===== src/rtl/param_memory_pkg.sv =====
// param_memory_pkg: state type and byte-lane merge helper shared by the memory files.
//   mem_state_t : ST_CLEAR while the zeroing sweep runs, ST_READY otherwise
//   lane_merge  : per-byte select of new over old data under a byte-enable mask
package param_memory_pkg;
    // Packages cannot be parametrised, so the helper works at a fixed maximum width;
    // callers zero-extend their operands and truncate the result.
    localparam int MAX_W = 256;
    localparam int MAX_B = MAX_W / 8;
    typedef enum logic {ST_CLEAR, ST_READY} mem_state_t;
    function automatic logic [MAX_W-1:0] lane_merge(
        input logic [MAX_W-1:0] old_w,
        input logic [MAX_W-1:0] new_w,
        input logic [MAX_B-1:0] be
    );
        logic [MAX_W-1:0] r;
        for (int i = 0; i < MAX_B; i++) r[8*i +: 8] = be[i] ? new_w[8*i +: 8] : old_w[8*i +: 8];
        return r;
    endfunction
endpackage


===== src/rtl/param_memory_array.sv =====
// param_memory_array: word storage with a byte-lane write port and an unregistered read port.
//   clk     : rising-edge clock
//   i_we    : write strobe
//   i_waddr : write address
//   i_wdata : write data
//   i_wbe   : byte-lane enables for the write
//   i_raddr : read address
//   o_rdata : combinational read of the pre-write contents
module param_memory_array
    import param_memory_pkg::*;
#(
    parameter int DATA_W = 32,
    parameter int ADDR_W = 4
) (
    input  logic                clk,
    input  logic                i_we,
    input  logic [ADDR_W-1:0]   i_waddr,
    input  logic [DATA_W-1:0]   i_wdata,
    input  logic [DATA_W/8-1:0] i_wbe,
    input  logic [ADDR_W-1:0]   i_raddr,
    output logic [DATA_W-1:0]   o_rdata
);
    logic [DATA_W-1:0] r_mem [2**ADDR_W];

    always_ff @(posedge clk) begin
        if (i_we) r_mem[i_waddr] <= DATA_W'(lane_merge(MAX_W'(r_mem[i_waddr]), MAX_W'(i_wdata), MAX_B'(i_wbe)));
    end

    assign o_rdata = r_mem[i_raddr];
endmodule


===== src/rtl/param_memory.sv =====
// param_memory: parametrised RAM with byte-lane writes, registered reads and a hardware clear sweep.
//   clk       : rising-edge clock
//   reset     : asynchronous active-low reset; starts a clear sweep
//   start     : global access enable
//   clear_req : restart the zeroing sweep
//   wr_*      : write request, address, data, byte enables
//   rd_*      : read request and address; rd_data/rd_valid follow one cycle later
//   busy      : sweep in progress, accesses ignored
module param_memory
    import param_memory_pkg::*;
#(
    parameter int DATA_W   = 32,
    parameter int ADDR_W   = 4,
    parameter int WR_FIRST = 1
) (
    input  logic                clk,
    input  logic                reset,
    input  logic                start,
    input  logic                clear_req,
    input  logic                wr_en,
    input  logic [ADDR_W-1:0]   wr_addr,
    input  logic [DATA_W-1:0]   wr_data,
    input  logic [DATA_W/8-1:0] wr_be,
    input  logic                rd_en,
    input  logic [ADDR_W-1:0]   rd_addr,
    output logic [DATA_W-1:0]   rd_data,
    output logic                rd_valid,
    output logic                busy
);
    mem_state_t          r_state;
    logic [ADDR_W-1:0]   r_clr_ptr;
    logic [DATA_W-1:0]   r_rd_data;
    logic                r_rd_valid;
    logic                r_busy;
    logic                w_clearing;
    logic                w_acc_ok;
    logic                w_wr_acc;
    logic                w_rd_acc;
    logic                w_arr_we;
    logic [ADDR_W-1:0]   w_arr_addr;
    logic [DATA_W-1:0]   w_arr_data;
    logic [DATA_W/8-1:0] w_arr_be;
    logic [DATA_W-1:0]   w_arr_rdata;
    logic [DATA_W-1:0]   w_rd_word;

    assign w_clearing = (r_state == ST_CLEAR);
    // A clear request wins over any access presented in the same cycle.
    assign w_acc_ok   = start & ~w_clearing & ~clear_req;
    assign w_wr_acc   = w_acc_ok & wr_en;
    assign w_rd_acc   = w_acc_ok & rd_en;

    // The sweep borrows the write port with all lanes enabled and zero data.
    assign w_arr_we   = w_clearing | w_wr_acc;
    assign w_arr_addr = w_clearing ? r_clr_ptr : wr_addr;
    assign w_arr_data = w_clearing ? '0 : wr_data;
    assign w_arr_be   = w_clearing ? '1 : wr_be;

    param_memory_array #(
        .DATA_W (DATA_W),
        .ADDR_W (ADDR_W)
    ) u_array (
        .clk     (clk),
        .i_we    (w_arr_we),
        .i_waddr (w_arr_addr),
        .i_wdata (w_arr_data),
        .i_wbe   (w_arr_be),
        .i_raddr (rd_addr),
        .o_rdata (w_arr_rdata)
    );

    // The array read is pre-write, so old-data collisions need no special path.
    assign w_rd_word = (WR_FIRST != 0 && w_wr_acc && wr_addr == rd_addr)
                     ? DATA_W'(lane_merge(MAX_W'(w_arr_rdata), MAX_W'(wr_data), MAX_B'(wr_be)))
                     : w_arr_rdata;

    always_ff @(posedge clk or negedge reset) begin
        if (!reset) begin
            r_state    <= ST_CLEAR;
            r_clr_ptr  <= '0;
            r_busy     <= 1'b1;
            r_rd_valid <= 1'b0;
            r_rd_data  <= '0;
        end else begin
            r_rd_valid <= w_rd_acc;
            if (w_rd_acc) r_rd_data <= w_rd_word;
            if (clear_req) begin
                r_state   <= ST_CLEAR;
                r_clr_ptr <= '0;
                r_busy    <= 1'b1;
            end else if (w_clearing) begin
                r_clr_ptr <= r_clr_ptr + 1'b1;
                if (&r_clr_ptr) begin
                    r_state <= ST_READY;
                    r_busy  <= 1'b0;
                end
            end
        end
    end

    assign rd_data  = r_rd_data;
    assign rd_valid = r_rd_valid;
    assign busy     = r_busy;
endmodule


===== config.mk =====
export PLATFORM = sky130hd
export DESIGN_NAME = param_memory
export DESIGN_NICKNAME = d
export VERILOG_FILES = /design/src/rtl/param_memory_pkg.sv /design/src/rtl/param_memory_array.sv /design/src/rtl/param_memory.sv
export SDC_FILE = /design/constraint.sdc
export NUM_CORES = 1
export LEC_CHECK = 0
export ABC_AREA = 1
export BUFFER_PORTS_ARGS = -buffer_cell sky130_fd_sc_hd__buf_2
export CAP_MARGIN = 25
export CELL_PAD_IN_SITES_DETAIL_PLACEMENT = 1
export CELL_PAD_IN_SITES_GLOBAL_PLACEMENT = 1
export CORE_MARGIN = 3
export CORE_UTILIZATION = 37
export CTS_BUF_LIST = sky130_fd_sc_hd__clkbuf_8
export CTS_CLUSTER_DIAMETER = 120
export CTS_CLUSTER_SIZE = 24
export DETAILED_ROUTE_END_ITERATION = 12
export GPL_ROUTABILITY_DRIVEN = 0
export PLACE_DENSITY = 0.74
export SLEW_MARGIN = 20
export SYNTH_ARGS = -nofsm -noshare
export SYNTH_HDL_FRONTEND = slang
export SYNTH_HIERARCHICAL = 1
export SYNTH_SLANG_ARGS = --single-unit

===== constraint.sdc =====
create_clock -name clk -period 3 [get_ports clk]
set_input_delay 0.6 -clock clk [delete_from_list [all_inputs] [get_ports clk]]
set_output_delay 0.6 -clock clk [all_outputs]
set_load 0.005 [all_outputs]

After elaboration in Yosys (flattened, before gate mapping)
Memories as Yosys holds them, arrays and structs flattened.
Index checks and enable logic that the tools add are counted.

storage, ports and cells
  memories kept = 1
  RAM bits = 512
  flip-flop bits (word level) = 39
  input bits = 50
  output and inout port bits = 34
  word-level logic and storage cells = 50

memory list
  memory         words  width  read ports  clocked after Yosys merged registers in  write ports  RTL line                  text
  u_array.r_mem  16     32     1           0                                        1            param_memory_array.sv:23  logic [DATA_W-1:0] r_mem [2**ADDR_W];

cells by class
  multiplexer cells = 22
  reductions and logical operators = 8
  bitwise logic cells = 7
  $add $sub $neg = 1
  eq/ne operators = 6

operators with widths
  operator               count
  $mux W32               2
  $mux W8                8
  $mux W4                4
  $reduce_and A2 Y1      5
  $mux W1                8
  $add A4 B1 Y4 const B  1
  $and A1 B1 Y1          4
  $eq A4 B4 Y1           1
  $ne A1 B1 Y1 const B   4
  $reduce_and A4 Y1      1
  $ne A2 B2 Y1 const B   1
  $not A1 Y1             2
  $reduce_bool A2 Y1     1
  $logic_and A1 B1 Y1    1
  $or A1 B1 Y1           1

Longest topological paths before layout
  depth after elaboration = 7
  gate-level depth with buffers = 16
  gate-level depth less buffers = 13

Hierarchy
Netlist, hierarchy kept.

modules (own cells, without submodules)
  module              instances  cells an instance  area each (um2)
  param_memory_array  1          2163               22375.2
  param_memory        1          479                2892.8

Worst setup path after synthesis
Ideal clock, no wire load.

  path kind = input to register
  from = in wr_be[2]
  to = mem u_array.r_mem[10][16] (enable)
  library setup time = 0.370 ns
  slack = 0.740 ns
  buffers on the path = 3
  stages on the path = 6
  arrival time = 1.890 ns
  data required time = 2.630 ns
  cell sequence = buf_2 -> clkbuf_1 -> or2_2 -> nand2_1 -> clkbuf_1 -> nor2_1

between the ends
  word-level cells in the longest chain between the ends = 3

ends and longest elaborated chain
  element                      RTL line                  text
  from (decl)                  param_memory.sv:23        input logic [DATA_W/8-1:0] wr_be,
  $mux W4                      param_memory.sv:56        assign w_arr_be = w_clearing ? '1 : wr_be;
  via w_arr_be[2]              param_memory.sv:42        logic [DATA_W/8-1:0] w_arr_be;
  $ne A1 B1 Y1 (no line)       --
  $reduce_and A2 Y1 (no line)  --
  to (decl)                    param_memory_array.sv:23

The timed path passes the listed nets, and every way through them passes these cells.

Final worst setup path
  from = reg r_state
  to = mem u_array.r_mem[5][9] (enable)

between the ends
  elaborated cells on any way between the ends = 11

RTL lines
  element                 RTL line            text
  from (decl)             param_memory.sv:30  mem_state_t r_state;
  from (signal assigned)  param_memory.sv:78  r_state <= ST_CLEAR;
  from (signal assigned)  param_memory.sv:87  r_state <= ST_CLEAR;
  from (signal assigned)  param_memory.sv:93  r_state <= ST_READY;
  $mux W4                 param_memory.sv:54  assign w_arr_addr = w_clearing ? r_clr_ptr : wr_addr;
  via w_arr_addr[2]       param_memory.sv:40  logic [ADDR_W-1:0] w_arr_addr;

The timed path passes the listed nets, and every way through them passes these cells.

==> metrics.md <==
| Metric | Value |
|---|---|
| Status | complete, no violations |
| Layout cell share with drive strength beyond 1 | 8.60% |
| RSZ-0062 raised after global routing | false |
| Via Count | about 19000 |
| Placed cell areas | roughly 27000 um^2 |
| Number of synthesized register bits | about 550 |
| Gate power share | 9.9% |
| Hold Crit Start | clear_req |
| Fmax | 392 MHz |
| Die H | 267 um |
| Clock Tree Root | clkbuf_8 |
| Critical Path Start | r_state |
| TritonCTS sink count | 551 |
| Htree depth | 1 |
| Final core occ | between 40% and 50% |
| Synth warnings | 6 |
| Sequential-to-total area share from yosys stat | 64.7% |
| CP Data Required Time | about 3.4 ns |
| Int Power | 9710 uW |
| PwrDens | between 400 and 500 nW/um^2 |
| CTS tree | yes |
| Row cnt | 95 |
| Initial core utilization | 37.5% |
| CTS buffer count | 26 |
| P_leak | 0.0126 uW |
| Distinct cells, synth | 31 |
| Crit. End Element | register |
| Most frequent cells in the layout | 946 x nand2_1, 512 x edfxtp_1, 481 x inv_1 |
| Pwr Total | about 13000 uW |
| Number of global-route vias before repair | around 20000 |
| Final setup viols | 0 |
| Tmin final | 2.55 ns |
| Max IR drop VDD | 0.000302 V |
| Worst Setup Start Kind | register |
| Critical path arrival | 2.92 ns |
| Fin cells | 3616 |
| MaxCap Viol Count | 0 |
| Grt total ovfl | 0 |
| Initial antenna violation count | 1 |
| Core Region | 67400 um^2 |
| FF-to-FF Start | r_state |
| Clock Tree Buf Depth | 3 |
| Slew @ Worst Pin | 0.845 ns |
| I/O Pins | 84 |
| Sequential Power Share | between 60 and 70% |
| Worst-Skew Late Latency | 0.68 ns |
| Critical path type | register to register |
| Clk pwr share | 24.2% |
| Fin Setup TNS | 0 ns |
| Routed Antenna Nets | 0 |
| Fin area | ~27000 um^2 |
| Die outline width | 267 um |
| Switching share of power | 25.0% |
| Slew margin rel. | 43.6% |
| Commonest non-fill, non-tap cell in the layout | nand2_1 |
| Port bufs | 83 |
| Synth Instances | 2642 |
| Gr usage total | between 20% and 30% |
| Maximum fanout along the worst path | 15 |
| Clk_skew | ~0.025 ns |
| Switch Pwr | 3240 uW |
| # DRC | 0 |
| P&R area growth vs syn | 8.11% |
| WL/cell | 20.1 um |
| Post-CTS setup buffers | 0 |
| Final Hold Fails | 0 |
| Final Max Tran Viols | 0 |
| Average size of a mapped cell | 9.56 um^2 |
| DRT Pass-1 Iters | 5 |
| Pin count of the biggest net entering global routing | 66 |
| Vias/cell | 5.12 |
| Iteration-0 DRC Markers | 1470 |
| Hold Crit Class | input port to register |
| Die ar. | 71500 um^2 |
| N_diodes | 0 |
| Fillers | about 7700 |
| Synthesized Nets | ~2700 |
| DP Cell Count | 3567 |
| Final nets | about 2800 |
| Post-DP HPWL | 48400 um |
| Post-Syn Area | 25300 um^2 |
| Post-Route WL | 72600 um |
| Global-route wire length before repair | 112000 um |
| Tcrit/Tclk final | 85.0% |
| Clock transition at the registers of the reported paths | 0.15 ns |
-- worst paths after layout --
check | to | slack [ns] | cells after the start
worst max-delay path | u_array/r_mem[5][9] | 0.45 | 8
worst min-delay path | r_clr_ptr[3] | 0.17 | 2
worst max register to register | u_array/r_mem[5][9] | 0.45 | 8
worst min register to register | rd_data[20] | 0.49 | 2
max in group asynchronous | rd_data[9] | 1.89 | 3
min in group asynchronous | rd_data[25] | 0.46 | 2
-- sequential cells by signal, summed over array words and instances (netlist names) --
name           cells
rd_valid           1
r_clr_ptr          4
r_state            1
u_array/r_mem    512
rd_data           32
busy               1
-- area by class of cell --
type | count | area (um^2) | area share [%]
Inverter | 466 | 1760 | 6.43
Tap cell | 873 | 1090 | 4.00
Multi-Input combinational cell | 1486 | 6280 | 23.0
Timing Repair Buffer | 192 | 1390 | 5.07
Sequential cell | 551 | 16400 | 59.9
Clock buffer | 27 | 372 | 1.36
Clock inverter | 21 | 78.8 | 0.289
-- synthesized netlist by cell type --
library cell,count,area share [%]
nand2_1,946,14
dfstp_2,1,0.10
clkbuf_1,23,0.34
buf_2,59,1.2
buf_8,1,0.059
inv_1,461,6.8
nand3_4,1,0.069
dfrtp_1,38,3.8
nor2_4,2,0.089
edfxtp_1,512,61
buf_6,30,1.3
or2_2,3,0.074
inv_6,1,0.035
buf_12,1,0.079
buf_1,13,0.19
inv_2,4,0.059
ha_1,1,0.050
nor4_1,1,0.025
nor2_2,1,0.025
nand4_2,1,0.050
nor2_1,72,1.1
nand3_1,386,7.6
nor3_1,1,0.020
o22ai_1,1,0.025
xnor2_2,1,0.064
a21oi_1,4,0.079
buf_4,12,0.36
nand3_2,1,0.040
o21ai_1,15,0.30
nand4_1,33,0.82
o21ai_0,16,0.32
-- critical path, stage by stage (launching register included) --
cell	delay, ns
dfrtp_2	0.49
buf_4	0.29
nand2_1	0.09
o21ai_0	0.29
inv_1	0.09
nor2_1	0.26
nand2_1	0.34
nor2_1	0.18
buf_4	0.21
-- cell families (layout without fill, tap and decap cells) --
logic type	after synthesis	after routing	synth area share, %
xor gates and xnor gates	1	1	0.0644
and+or+nand+nor	1448	1448	24.0
AOI/OAI and AO/OA	36	36	0.718
adders and majority gates	1	1	0.0495
DFF	551	551	64.7
buffers and inverters	605	706	10.5
-- power groups by stage --
stage                     Clock [uW]  Combinational, uW  Sequential [uW]
after floorplan                    0                793             8690
after global placement             0               1220             8700
after detailed placement           0               1280             8710
after CTS                       3220               1280             8540
after global routing            3450               1420             8550
final                           3130               1280             8540
-- per-layer routing --
layer	part of all wire, %	wire length (um)	track usage [%]
met1	44	32000	27.1
met2	48	35200	34.5
met3	4.4	3170	1.80
met4	3.2	2330	6.16
met5	0	0	0
-- stage by stage --
step,setup slack (ns),hold WS (ns)
6_report,0.450,0.167
5_1_grt,0.286,0.147
4_1_cts,0.478,0.122
3_5_place_dp,0.250,0.462
3_3_place_gp,0.316,0.458
2_1_floorplan,0.740,0.304
-- what timing repair did --
item,CTS,global route
hold endpoints to repair,20,0
gates resized for setup,0,0
hold buffers,1,0
Power figures use the tool's default switching activity.
